==> src/rtl/id_ex_stage.sv <==
// id_ex_stage: ID/EX pipeline register with EX operand forwarding and hazard stall.
// Define ID_EX_FWD_EN for EX/MEM and MEM/WB forwarding; otherwise RAW hazards stall until writeback.
module id_ex_stage #(
    parameter int DW = 32,
    parameter int RW = 5,
    parameter int CW = 5
) (
    input  logic          clk_i,
    input  logic          rst_n,
    input  logic          id_valid_i,
    input  logic [DW-1:0] id_rs_data_i,
    input  logic [DW-1:0] id_rt_data_i,
    input  logic [DW-1:0] id_imm_i,
    input  logic [RW-1:0] id_rs_i,
    input  logic [RW-1:0] id_rt_i,
    input  logic [RW-1:0] id_rd_i,
    input  logic [CW-1:0] id_ctrl_i,
    input  logic [4:0]    id_shamt_i,
    input  logic          id_alu_src_i,
    input  logic          id_uses_rs_i,
    input  logic          id_uses_rt_i,
    input  logic          id_reg_write_i,
    input  logic          id_mem_read_i,
    input  logic          id_mem_write_i,
    input  logic          flush_i,
    input  logic [RW-1:0] exmem_rd_i,
    input  logic          exmem_reg_write_i,
    input  logic [DW-1:0] exmem_result_i,
    input  logic [RW-1:0] memwb_rd_i,
    input  logic          memwb_reg_write_i,
    input  logic [DW-1:0] memwb_result_i,
    output logic [DW-1:0] src1_o,
    output logic [DW-1:0] src2_o,
    output logic [CW-1:0] ctrl_o,
    output logic [4:0]    shamt_o,
    output logic [DW-1:0] ex_store_data_o,
    output logic [RW-1:0] ex_rd_o,
    output logic          ex_valid_o,
    output logic          ex_reg_write_o,
    output logic          ex_mem_read_o,
    output logic          ex_mem_write_o,
    output logic          stall_o
);
    logic [DW-1:0] rs_data, rt_data, imm, fwd_rs, fwd_rt;
    logic [RW-1:0] rs, rt;
    logic          alu_src, load;

    function automatic logic hit(input logic en, input logic [RW-1:0] rd, input logic [RW-1:0] r);
        return en && rd != '0 && rd == r;
    endfunction

    assign load = id_valid_i && !flush_i && !stall_o;

    // Any cycle that does not load the ID instruction loads an all-zero bubble.
    always_ff @(posedge clk_i or negedge rst_n) begin
        if (!rst_n) begin
            ex_valid_o     <= 1'b0;
            ex_reg_write_o <= 1'b0;
            ex_mem_read_o  <= 1'b0;
            ex_mem_write_o <= 1'b0;
            ctrl_o         <= '0;
            shamt_o        <= '0;
            ex_rd_o        <= '0;
            rs             <= '0;
            rt             <= '0;
            rs_data        <= '0;
            rt_data        <= '0;
            imm            <= '0;
            alu_src        <= 1'b0;
        end else begin
            ex_valid_o     <= load;
            ex_reg_write_o <= load && id_reg_write_i;
            ex_mem_read_o  <= load && id_mem_read_i;
            ex_mem_write_o <= load && id_mem_write_i;
            ctrl_o         <= load ? id_ctrl_i : '0;
            shamt_o        <= load ? id_shamt_i : '0;
            ex_rd_o        <= load ? id_rd_i : '0;
            rs             <= load ? id_rs_i : '0;
            rt             <= load ? id_rt_i : '0;
            rs_data        <= load ? id_rs_data_i : '0;
            rt_data        <= load ? id_rt_data_i : '0;
            imm            <= load ? id_imm_i : '0;
            alu_src        <= load && id_alu_src_i;
        end
    end

`ifdef ID_EX_FWD_EN
    assign fwd_rs = hit(exmem_reg_write_i, exmem_rd_i, rs) ? exmem_result_i :
                    hit(memwb_reg_write_i, memwb_rd_i, rs) ? memwb_result_i : rs_data;
    assign fwd_rt = hit(exmem_reg_write_i, exmem_rd_i, rt) ? exmem_result_i :
                    hit(memwb_reg_write_i, memwb_rd_i, rt) ? memwb_result_i : rt_data;
    assign stall_o = id_valid_i && !flush_i && ex_valid_o && ex_mem_read_o &&
                     ((id_uses_rs_i && hit(1'b1, ex_rd_o, id_rs_i)) ||
                      (id_uses_rt_i && hit(1'b1, ex_rd_o, id_rt_i)));
`else
    logic ex_w, unused_ok;
    assign ex_w      = ex_valid_o && ex_reg_write_o;
    assign fwd_rs    = rs_data;
    assign fwd_rt    = rt_data;
    // Without forwarding, wait until the producer has left both EX and EX/MEM.
    assign stall_o   = id_valid_i && !flush_i &&
                       ((id_uses_rs_i && (hit(ex_w, ex_rd_o, id_rs_i) || hit(exmem_reg_write_i, exmem_rd_i, id_rs_i))) ||
                        (id_uses_rt_i && (hit(ex_w, ex_rd_o, id_rt_i) || hit(exmem_reg_write_i, exmem_rd_i, id_rt_i))));
    assign unused_ok = ^{exmem_result_i, memwb_rd_i, memwb_reg_write_i, memwb_result_i};
`endif

    assign src1_o          = fwd_rs;
    assign src2_o          = alu_src ? imm : fwd_rt;
    assign ex_store_data_o = fwd_rt;
endmodule
==> config.mk <==
export PLATFORM = sky130hd
export DESIGN_NAME = id_ex_stage
export DESIGN_NICKNAME = d
export VERILOG_FILES = /design/src/rtl/id_ex_stage.sv
export SDC_FILE = /design/constraint.sdc
export NUM_CORES = 1
export LEC_CHECK = 0
export ABC_AREA = 1
export BUFFER_PORTS_ARGS = -buffer_cell sky130_fd_sc_hd__buf_2
export CORE_MARGIN = 2
export CORE_UTILIZATION = 30
export DETAILED_ROUTE_END_ITERATION = 10
export GPL_TIMING_DRIVEN = 0
export PLACE_DENSITY = 0.74
export SLEW_MARGIN = 25
export SYNTH_ARGS = -nofsm -noshare
export SYNTH_HDL_FRONTEND = slang
export SYNTH_SLANG_ARGS = --single-unit
==> constraint.sdc <==
create_clock -name clk_i -period 3 [get_ports clk_i]
set_input_delay 0.6 -clock clk_i [delete_from_list [all_inputs] [get_ports clk_i]]
set_output_delay 0.6 -clock clk_i [all_outputs]
set_load 0.02 [all_outputs]
==> results.md, run 1 <==
* Initial Util at 30.4%
* H-tree depth at 4
* Sequential cell area at 2900 um^2
* IO Count at 323
* Area of the multi-input gates at 1110 um^2
* Setup violators final at 0
* Port-buffer cells at 252
* Clock transition at the registers of the reported paths at 0.05 ns
* Largest stage delay, worst path at 0.48 ns
* RD Place Congestion at 0.806
* Die footprint at 16300 um^2
* Via/cell ratio at 4.05
* Area growth, synth to finish at 47.4%
* HP Class: input pin to asynchronous set/reset pin
* Max FO, Critical Path at 10
* Yosys reg bits at 116
* LEAKAGE at 4.29 nW
* Run status: finished clean
* Synth top area share at 63.3%
* Die width at 128 um
* Critical path buffers and inverters at 3
* Rel. slew slack at 55.5%
* GRT busiest layer: met2
* Synth top area cells: dfrtp_1 63%, nor2_1 10%, inv_1 10%
* First-pass GRT wire length at 18400 um
* Initial antenna violation count at 1
* Final setup TNS at 0 ns
* Avg WL per Cell at 12.8 um
* Yosys top cell by area: dfrtp_1
* Final Instance Area at 6760 um^2
* Final hold violations at 0
* Iteration-0 DRC Markers at 93
* CP delay by family, top: buffers and inverters
* Clock skew at 0.0105 ns
* Worst Hold Slack at 0.184 ns
* Post-route ant nets at 0
* Final Critical Period at 2.59 ns
* Met1 usage at 16.5%
* Non-Filler Instances at 930
* Mapped Nets at 663
* Resized Gates After CTS at 0
* Initial DRT Pass Iterations at 4
* Yosys warns at 0
* Peak supply drop at 316 uV
* Worst Setup End Kind: primary output
* Core Rows at 45
* Syn Inst Count at 456
* Worst EP required at 2.40 ns
* Max-cap violations at 0
* Tcrit/Tclk final at 86.5%
* Cts bufs inserted at 17
* RSZ-0062 raised after global routing: no
* Cell Area, Synth at 4580 um^2
* Layout cells sized above 1 at 44.4%
* CTS sink cnt at 116
* Grt met2 use at 25.4%
* CTS Buffer Depth at 2
* Final Max Tran Viols at 0
* Seq/Total Area, Yosys at 63.3%
* DP HPWL at 9000 um
* Final WL at 11900 um
* Worst-margin pin slew at 0.668 ns
* Netlist cell types at 15
* Grt ovf at 0
* PwrDens at 632 nW/um^2
* # nets final at 935
* Worst setup margin at 0.406 ns
* Worst path cell trace: clkbuf_1 -> buf_1 -> mux2_2 -> buf_2
* Total Routing Usage GR at 14.8%
* Vias in the first global route at 3933
* Postcts setup bufs at 0
* GR Util met3 at 5.53%
* Chip Height at 128 um
* Root Driver: clkbuf_16
* Via Count at 3767
* Startpoint types: flip-flop
* Filler instances at 1523
* DRC at 0
* Setup WS pre-CTS at 0.720 ns
* Placed Cells at 897
* Crit Path Category: flip-flop to primary output
* Clk_lat worst skew at 0.41 ns
* Slowest cell on the critical path: buf_1
* Fmax at 386 MHz
* Synthesized area per cell at 10.1 um^2
* CTS tree: done
* Hold_buf cts at 0
* Critical Path AT at 1.99 ns
* Largest net degree at the start of global routing at 71
* Placed cell areas at 6110 um^2
* Core area at 15100 um^2
[layout by cell type (no fill, tap or decap), types with 6 or more instances in the layout]
cell,instances
nor2_1,128
buf_2,260
xnor2_1,9
dfrtp_1,116
nand2_1,16
clkbuf_16,17
mux2_2,32
inv_1,122
buf_6,6
xor2_1,10
[layout make-up]
class | count | area share [%]
clock inverters | 8 | 2.17
clock buffers | 24 | 7.28
well taps | 188 | 3.48
flip-flops and latches | 116 | 43.0
diodes | 1 | 0.0370
inverters | 122 | 6.78
repair buffers | 253 | 19.2
plain buffers | 16 | 1.61
multi-input cells | 202 | 16.5
[where the power goes]
group          switching, mW  internal [mW]  leakage [nW]
Clock                  0.688           1.48         0.310
Sequential            0.0232           1.63          1.56
Combinational          0.270          0.185          2.42
[final timing paths]
kind	start	end	slack, ns	cells after the start
max	alu_src	src2_o[23]	0.41	4
min	rst_n	imm[28]	0.18	1
max reg2reg	ex_rd_o[1]	imm[11]	1.26	11
min reg2reg	ex_reg_write_o	ex_reg_write_o	1.21	10
max in group asynchronous	rst_n	src1_o[24]	2.15	2
min in group clk_i	id_rt_data_i[7]	ex_store_data_o[7]	0.39	3
[registers in the layout, indices dropped and copies added (netlist names)]
register,count
ex_valid_o,1
imm,32
ex_mem_read_o,1
src1_o,32
alu_src,1
ex_reg_write_o,1
ex_store_data_o,32
ctrl_o,5
ex_mem_write_o,1
shamt_o,5
ex_rd_o,5
[through the flow]
step | power, mW | utilization, %
floorplan | 1.91 | -
global placement | 2.13 | 40.3
detailed placement | 2.14 | 40.5
CTS | 4.34 | 44.8
global route | 4.46 | 44.8
finish | 4.27 | 44.8
[cells by family (layout without fill, tap and decap cells)]
group | after synthesis | after routing | synth area share [%]
XOR/XNOR | 19 | 19 | 3.63
AND/OR/NAND/NOR | 150 | 150 | 12.7
other | 0 | 1 | 0
multiplexers | 32 | 32 | 7.86
buffers and inverters | 138 | 423 | 12.4
flip-flops | 116 | 116 | 63.3
AO/OA/AOI/OAI | 1 | 1 | 0.164
[Yosys cell counts, drive strengths merged]
cell,count
xor2,10
mux2,32
nor2,128
buf,15
nand2,16
inv,122
xnor2,9
a21boi,1
nand3,4
nand3b,2
dfrtp,116
clkbuf,1
[per-layer routing]
metal  vias up  part of all wire [%]
li1       1835                     -
met1      1750                    40
met2       160                    50
met3        22                   7.6
met4         0                   2.7
met5         -                     0
Note: power is estimated with default switching activity, not from simulation.
==> run 2, diff against run 1 <==
--- a/config.mk
+++ b/config.mk
@@ -11,7 +11,6 @@
 export CORE_UTILIZATION = 30
 export DETAILED_ROUTE_END_ITERATION = 10
 export GPL_TIMING_DRIVEN = 0
-export PLACE_DENSITY = 0.74
 export SLEW_MARGIN = 25
 export SYNTH_ARGS = -nofsm -noshare
 export SYNTH_HDL_FRONTEND = slang
==> results.md, run 2 (same netlist as run 1, synthesis figures left out) <==
* Resized Gates After CTS at 0 (unchanged)
* Share of power burned in combinational logic at 11.3% (was 10.7%)
* Cts bufs inserted at 17 (unchanged)
* Layout cells sized above 1 at 44.3% (was 44.4%)
* LEAKAGE at 4.26 nW (was 4.29 nW)
* Filler instances at 1521 (was 1523)
* HP Class: input pin to asynchronous set/reset pin (unchanged)
* IO Count at 323 (unchanged)
* Initial Util at 30.4% (unchanged)
* Post-route ant nets at 0 (unchanged)
* Final WL at 12000 um (was 11900 um)
* Max FO, Critical Path at 10 (unchanged)
* Final Critical Period at 2.80 ns (was 2.59 ns)
* RSZ-0062 raised after global routing: no (unchanged)
* DRC at 0 (unchanged)
* Core Rows at 45 (unchanged)
* Die width at 128 um (unchanged)
* CTS Buffer Depth at 2 (unchanged)
* Startpoint types: flip-flop (unchanged)
* Final Max Tran Viols at 0 (unchanged)
* Clk_lat worst skew at 0.40 ns (was 0.41 ns)
* Setup slack, reg-to-reg at 1.20 ns (was 1.26 ns)
* Reg-to-Reg End: ex_store_data_o[29] (was imm[11])
* Initial DRT Pass Iterations at 4 (unchanged)
* Hold_buf cts at 0 (unchanged)
* Port-buffer cells at 252 (unchanged)
* Root Driver: clkbuf_16 (unchanged)
* Vias in the first global route at 3704 (was 3933)
* Total Power at 4.05 mW (was 4.27 mW)
* Via Count at 3660 (was 3767)
* # nets final at 935 (unchanged)
* Commonest non-fill, non-tap cell in the layout: buf_2 (unchanged)
* CTS tree: done (unchanged)
* Switch share at 24.2% (was 23.0%)
* Pint at 3.07 mW (was 3.29 mW)
* Worst r2r src: ex_rd_o[2] (was ex_rd_o[1])
* Postcts setup bufs at 0 (unchanged)
* H-tree depth at 4 (unchanged)
* Core area at 15100 um^2 (unchanged)
* Area growth, synth to finish at 45.9% (was 47.4%)
* Final setup TNS at 0 ns (unchanged)
* DP HPWL at 9010 um (was 9000 um)
* Setup crit start: alu_src (unchanged)
* Ant diodes at 0 (was 1)
* Commonest cells after routing, fill and taps aside: 260 x buf_2, 128 x nor2_1, 122 x inv_1, 116 x dfrtp_1, 32 x mux2_2 (unchanged)
* Rel. slew slack at 45.2% (was 55.5%)
* Largest net degree at the start of global routing at 66 (was 71)
* Run status: finished clean (unchanged)
* Slowest cell on the critical path: buf_1 (unchanged)
* Final core occ at 44.3% (was 44.8%)
* Grt ovf at 0 (unchanged)
* Die footprint at 16300 um^2 (unchanged)
* Peak supply drop at 329 uV (was 316 uV)
* Via/cell ratio at 3.94 (was 4.05)
* Worst-margin pin slew at 0.822 ns (was 0.668 ns)
* Crit Path Category: flip-flop to primary output (unchanged)
* Total Routing Usage GR at 14.9% (was 14.8%)
* RD Place Congestion at 0.849 (was 0.806)
* Clock skew at 0.00491 ns (was 0.0105 ns)
* Worst path cell trace: clkbuf_1 -> buf_1 -> mux2_2 -> buf_2 (unchanged)
* Worst Hold Slack at 0.0992 ns (was 0.184 ns)
* Critical path buffers and inverters at 3 (unchanged)
* Fmax at 357 MHz (was 386 MHz)
* CTS sink cnt at 116 (unchanged)
* Critical Path AT at 2.20 ns (was 1.99 ns)
* First-pass GRT wire length at 18400 um (about the same)
* Tcrit/Tclk final at 93.4% (was 86.5%)
* Setup violators final at 0 (unchanged)
* Sequential cell area at 2900 um^2 (unchanged)
* Number of cells on the critical path at 4 (unchanged)
* Reg2Reg Depth at 11 (unchanged)
* Max-cap violations at 0 (unchanged)
* Area of the multi-input gates at 1110 um^2 (unchanged)
* Clock transition at the registers of the reported paths at 0.06 ns (was 0.05 ns)
* Crit path to: src2_o[28] (was src2_o[23])
* Net load switching power at 0.980 mW (was 0.981 mW)
* Chip Height at 128 um (unchanged)
* Initial antenna violation count at 0 (was 1)
* CP delay by family, top: buffers and inverters (unchanged)
* Iteration-0 DRC Markers at 129 (was 93)
* Final hold violations at 0 (unchanged)
* Worst Setup End Kind: primary output (unchanged)
* Clk network pwr share at 48.0% (was 50.7%)
* Avg WL per Cell at 12.9 um (was 12.8 um)
* PwrDens at 606 nW/um^2 (was 632 nW/um^2)
* Largest stage delay, worst path at 0.66 ns (was 0.48 ns)
* Worst EP required at 2.40 ns (about the same)
* Sequential power share at 40.7% (was 38.7%)
run 2: cell count changes in the layout (fill, tap and decap cells not counted), sizes merged:
cell / change
bufinv: -2
diode: -1
clkinv: +2
clkinvlp: +1
clkbuf: -1
run 2: worst min path at each step:
stage                           from             endpoint  depth (start not counted)
finish                         rst_n       ex_mem_write_o                          1
global route                   rst_n  ex_store_data_o[13]                          1
CTS                            rst_n  ex_store_data_o[17]                          1
detailed placement             rst_n  ex_store_data_o[13]                          1
global placement    id_rs_data_i[31]           src1_o[31]                          3
floorplan                      rst_n              alu_src                          0
run 2: cell type report:
type | instances | share of cell area, %
clock buffer | 23 | 6.99
buffer | 16 | 1.63
multi-input combinational | 202 | 16.7
sequential | 116 | 43.4
clock inverter | 9 | 1.55
timing repair buffer | 253 | 19.4
tap | 188 | 3.52
inverter | 122 | 6.84
run 2: power by group through the flow:
stage,logic (mW),clock network (mW),registers (mW)
finish,0.456,1.95,1.65
global route,0.508,2.08,1.66
CTS,0.467,2.00,1.65
detailed placement,0.465,0,1.68
global placement,0.457,0,1.68
floorplan,0.171,0,1.73
run 2: through the flow:
step | std cells | instance area, um^2 | setup WS (ns)
floorplan | 456 | 4580 | 0.842
global placement | 896 | 6080 | -0.173
detailed placement | 897 | 6120 | 0.561
CTS | 929 | 6690 | 0.114
global route | 929 | 6690 | 0.00355
finish | 929 | 6690 | 0.199
run 2: per-layer routing:
metal  vias to the layer above  wire length, um  global-route usage (%)
met4                         0              202                    6.14
met5                         -                0                       0
met1                      1653             4970                    17.8
met3                        16              931                    5.23
li1                       1838                -                       -
met2                       153             5870                    24.5
==> run 3, diff against run 2 <==
--- a/config.mk
+++ b/config.mk
@@ -5,12 +5,12 @@
 export SDC_FILE = /design/constraint.sdc
 export NUM_CORES = 1
 export LEC_CHECK = 0
-export ABC_AREA = 1
 export BUFFER_PORTS_ARGS = -buffer_cell sky130_fd_sc_hd__buf_2
 export CORE_MARGIN = 2
 export CORE_UTILIZATION = 30
 export DETAILED_ROUTE_END_ITERATION = 10
 export GPL_TIMING_DRIVEN = 0
+export RECOVER_POWER = 100
 export SLEW_MARGIN = 25
 export SYNTH_ARGS = -nofsm -noshare
 export SYNTH_HDL_FRONTEND = slang
==> results.md, run 3 <==
* Die footprint at 15700 um^2 (was 16300 um^2)
* Yosys top cell by area: dfrtp_1 (unchanged)
* Total Routing Usage GR at 15.0% (was 14.9%)
* Chip Height at 125 um (was 128 um)
* Port-buffer cells at 252 (unchanged)
* Most common flop cell mapped by yosys: dfrtp_1 (unchanged)
* Ant diodes at 0 (unchanged)
* Final Max Tran Viols at 61 (was 0)
* IO Count at 323 (unchanged)
* Die width at 125 um (was 128 um)
* Synthesized area per cell at 13.8 um^2 (was 10.1 um^2)
* Commonest cells after routing, fill and taps aside: 138 x buf_2, 126 x clkbuf_1, 116 x dfrtp_1, 75 x and2_0, 40 x and2_1 (was 260 x buf_2, 128 x nor2_1, 122 x inv_1, 116 x dfrtp_1, 32 x mux2_2)
* Initial DRT Pass Iterations at 3 (was 4)
* Fmax at 364 MHz (was 357 MHz)
* CTS tree: done (unchanged)
* Core Rows at 44 (was 45)
* DRC at 0 (unchanged)
* Final Instance Area at 6330 um^2 (was 6690 um^2)
* Setup WS pre-CTS at 0.300 ns (was 0.561 ns)
* LEAKAGE at 3.08 nW (was 4.26 nW)
* Max-cap violations at 1 (was 0)
* Largest family of logic cells by synthesized area: simple AND/OR/NAND/NOR gates (unchanged)
* Postcts setup bufs at 0 (unchanged)
* Area growth, synth to finish at 43.7% (was 45.9%)
* Initial Util at 30.5% (was 30.4%)
* Iteration-0 DRC Markers at 68 (was 129)
* Clk_lat worst skew at 0.40 ns (about the same)
* PwrDens at 633 nW/um^2 (was 606 nW/um^2)
* Ys async rst share at 100% (unchanged)
* RD Place Congestion at 0.806 (was 0.849)
* Syn Inst Count at 320 (was 456)
* Via/cell ratio at 4.20 (was 3.94)
* Clock skew at 0.00513 ns (was 0.00491 ns)
* Top post-synthesis cells by count: 116 x dfrtp_1, 115 x and2_1, 32 x mux2_2 (was 128 x nor2_1, 122 x inv_1, 116 x dfrtp_1)
* Mapped Nets at 527 (was 663)
* Netlist cell types at 24 (was 15)
* Peak supply drop at 402 uV (was 329 uV)
* Max FO, Critical Path at 4 (was 10)
* Post-route ant nets at 0 (unchanged)
* Synth top area cells: dfrtp_1 66%, and2_1 16%, mux2_2 8.2% (was dfrtp_1 63%, nor2_1 10%, inv_1 10%)
* Core area at 14400 um^2 (was 15100 um^2)
* Commonest non-fill, non-tap cell in the layout: buf_2 (unchanged)
* Worst-margin pin slew at 1.56 ns (was 0.822 ns)
* First-pass GRT wire length at 18400 um (about the same)
* Vias in the first global route at 3610 (was 3704)
* Startpoint types: flip-flop (unchanged)
* Worst EP required at 2.40 ns (about the same)
* HP Class: input pin to flip-flop (was input pin to asynchronous set/reset pin)
* Worst Hold Slack at 0.402 ns (was 0.0992 ns)
* Final hold violations at 0 (unchanged)
* Avg WL per Cell at 14.4 um (was 12.9 um)
* Final core occ at 43.9% (was 44.3%)
* Adder-Cell Fraction of Synth Area at 0% (unchanged)
* Setup violators final at 0 (unchanged)
* Hold_buf cts at 0 (unchanged)
* # nets final at 799 (was 935)
* Resized Gates After CTS at 0 (unchanged)
* Initial antenna violation count at 0 (unchanged)
* RSZ-0062 raised after global routing: no (unchanged)
* H-tree depth at 4 (unchanged)
* Final WL at 11300 um (was 12000 um)
* CTS Buffer Depth at 2 (unchanged)
* Crit Path Category: flip-flop to primary output (unchanged)
* Root Driver: clkbuf_16 (unchanged)
* Cell Area, Synth at 4400 um^2 (was 4580 um^2)
* Post-synth EDFFs at 0 (unchanged)
* Grt ovf at 0 (unchanged)
* Cts bufs inserted at 17 (unchanged)
* Clock transition at the registers of the reported paths at 0.05 ns (was 0.06 ns)
* Most frequent cell after synthesis: dfrtp_1 (was nor2_1)
* Worst Setup End Kind: primary output (unchanged)
* Largest net degree at the start of global routing at 62 (was 66)
* Yosys warns at 0 (unchanged)
* Final Critical Period at 2.75 ns (was 2.80 ns)
* Synth top area share at 65.9% (was 63.3%)
* Critical Path AT at 2.15 ns (was 2.20 ns)
* Compound-cell area share of the yosys netlist at 1.51% (was 0.164%)
* Placed cell areas at 5930 um^2 (was 6120 um^2)
* Yosys reg bits at 116 (unchanged)
* Rel. slew slack at -3.80% (was 45.2%)
* Layout cells sized above 1 at 34.4% (was 44.3%)
* Failing checks: max-capacitance violations, max-slew violations
* DP HPWL at 8720 um (was 9010 um)
* CTS sink cnt at 116 (unchanged)
* Worst setup margin at 0.255 ns (was 0.199 ns)
* Synth Area in Simple Gates at 18.2% (was 12.7%)
* Run status: finished, violations left (was finished clean)
* Post-Synth XOR/XNOR Area at 3.98% (was 3.63%)
* Seq/Total Area, Yosys at 65.9% (was 63.3%)
* Multiplexer area fraction after synthesis at 8.18% (was 7.86%)
* Tcrit/Tclk final at 91.5% (was 93.4%)
* Via Count at 3306 (was 3660)
## run 3: changes by cell type after synthesis, sizes merged, moves of 2 or more
| cell | previous run | this run |
|---|---|---|
| clkbuf | 1 | 7 |
| nand2 | 16 | 4 |
| buf | 15 | 9 |
| or4 | 0 | 2 |
| o211ai | 0 | 2 |
| xor2 | 10 | 2 |
| nor2 | 128 | 0 |
| nand3 | 4 | 1 |
| and2 | 0 | 115 |
| nand3b | 2 | 0 |
| xnor2 | 9 | 18 |
| nand4 | 0 | 4 |
| inv | 122 | 0 |
## run 3: area by class of cell
type,instances,area [um^2]
Buffer,16,78.8
Sequential cell,116,2900
Tap cell,184,230
Clock buffer,22,474
Timing Repair Buffer,253,1150
Multi-Input combinational cell,188,1390
Fill cell,1439,8100
Clock inverter,9,104
## run 3: layer usage
| metal | up-vias | routed length (um) | GRT usage [%] |
|---|---|---|---|
| li1 | 1565 | - | - |
| met1 | 1574 | 4640 | 17.8 |
| met2 | 149 | 5490 | 24.3 |
| met3 | 18 | 944 | 5.78 |
| met4 | 0 | 250 | 6.67 |
| met5 | - | 0 | 0 |
## run 3: report_power, final
group          switching [mW]  total (mW)  internal [mW]
Clock                   0.673        1.95           1.28
Sequential             0.0254        1.65           1.63
Combinational           0.238       0.403          0.166
## run 3: critical path: stages (launching register included)
cell,delay [ns]
dfrtp_1,0.42
or4_1,0.58
o211ai_1,0.22
nor4_1,0.11
o21ai_0,0.16
nand2_1,0.07
clkbuf_1,0.19
## run 3: final timing paths
check	startpoint	to	slack [ns]	cells past startpoint
max	ex_rd_o[1]	stall_o	0.25	6
min	id_rs_data_i[19]	src1_o[19]	0.40	2
max reg2reg	ex_rd_o[1]	imm[3]	0.28	7
min reg2reg	ex_reg_write_o	ex_valid_o	1.26	4
max in group asynchronous	rst_n	ex_store_data_o[0]	1.48	2
min in group asynchronous	rst_n	ex_store_data_o[29]	0.57	1
## run 3: cell families after synthesis
logic type      Yosys count
xor+xnor                 20
mux                      32
simple gates            129
flops                   116
buf+inv                  16
compound gates            7
## run 3: stage by stage
step / setup TNS, ns / std cells / power (mW)
finish: 0 / 788 / 4.01
global route: 0 / 788 / 4.19
CTS: 0 / 788 / 4.10
detailed placement: 0 / 757 / 2.12
global placement: -1.94 / 756 / 2.10
floorplan: 0 / 320 / 1.89
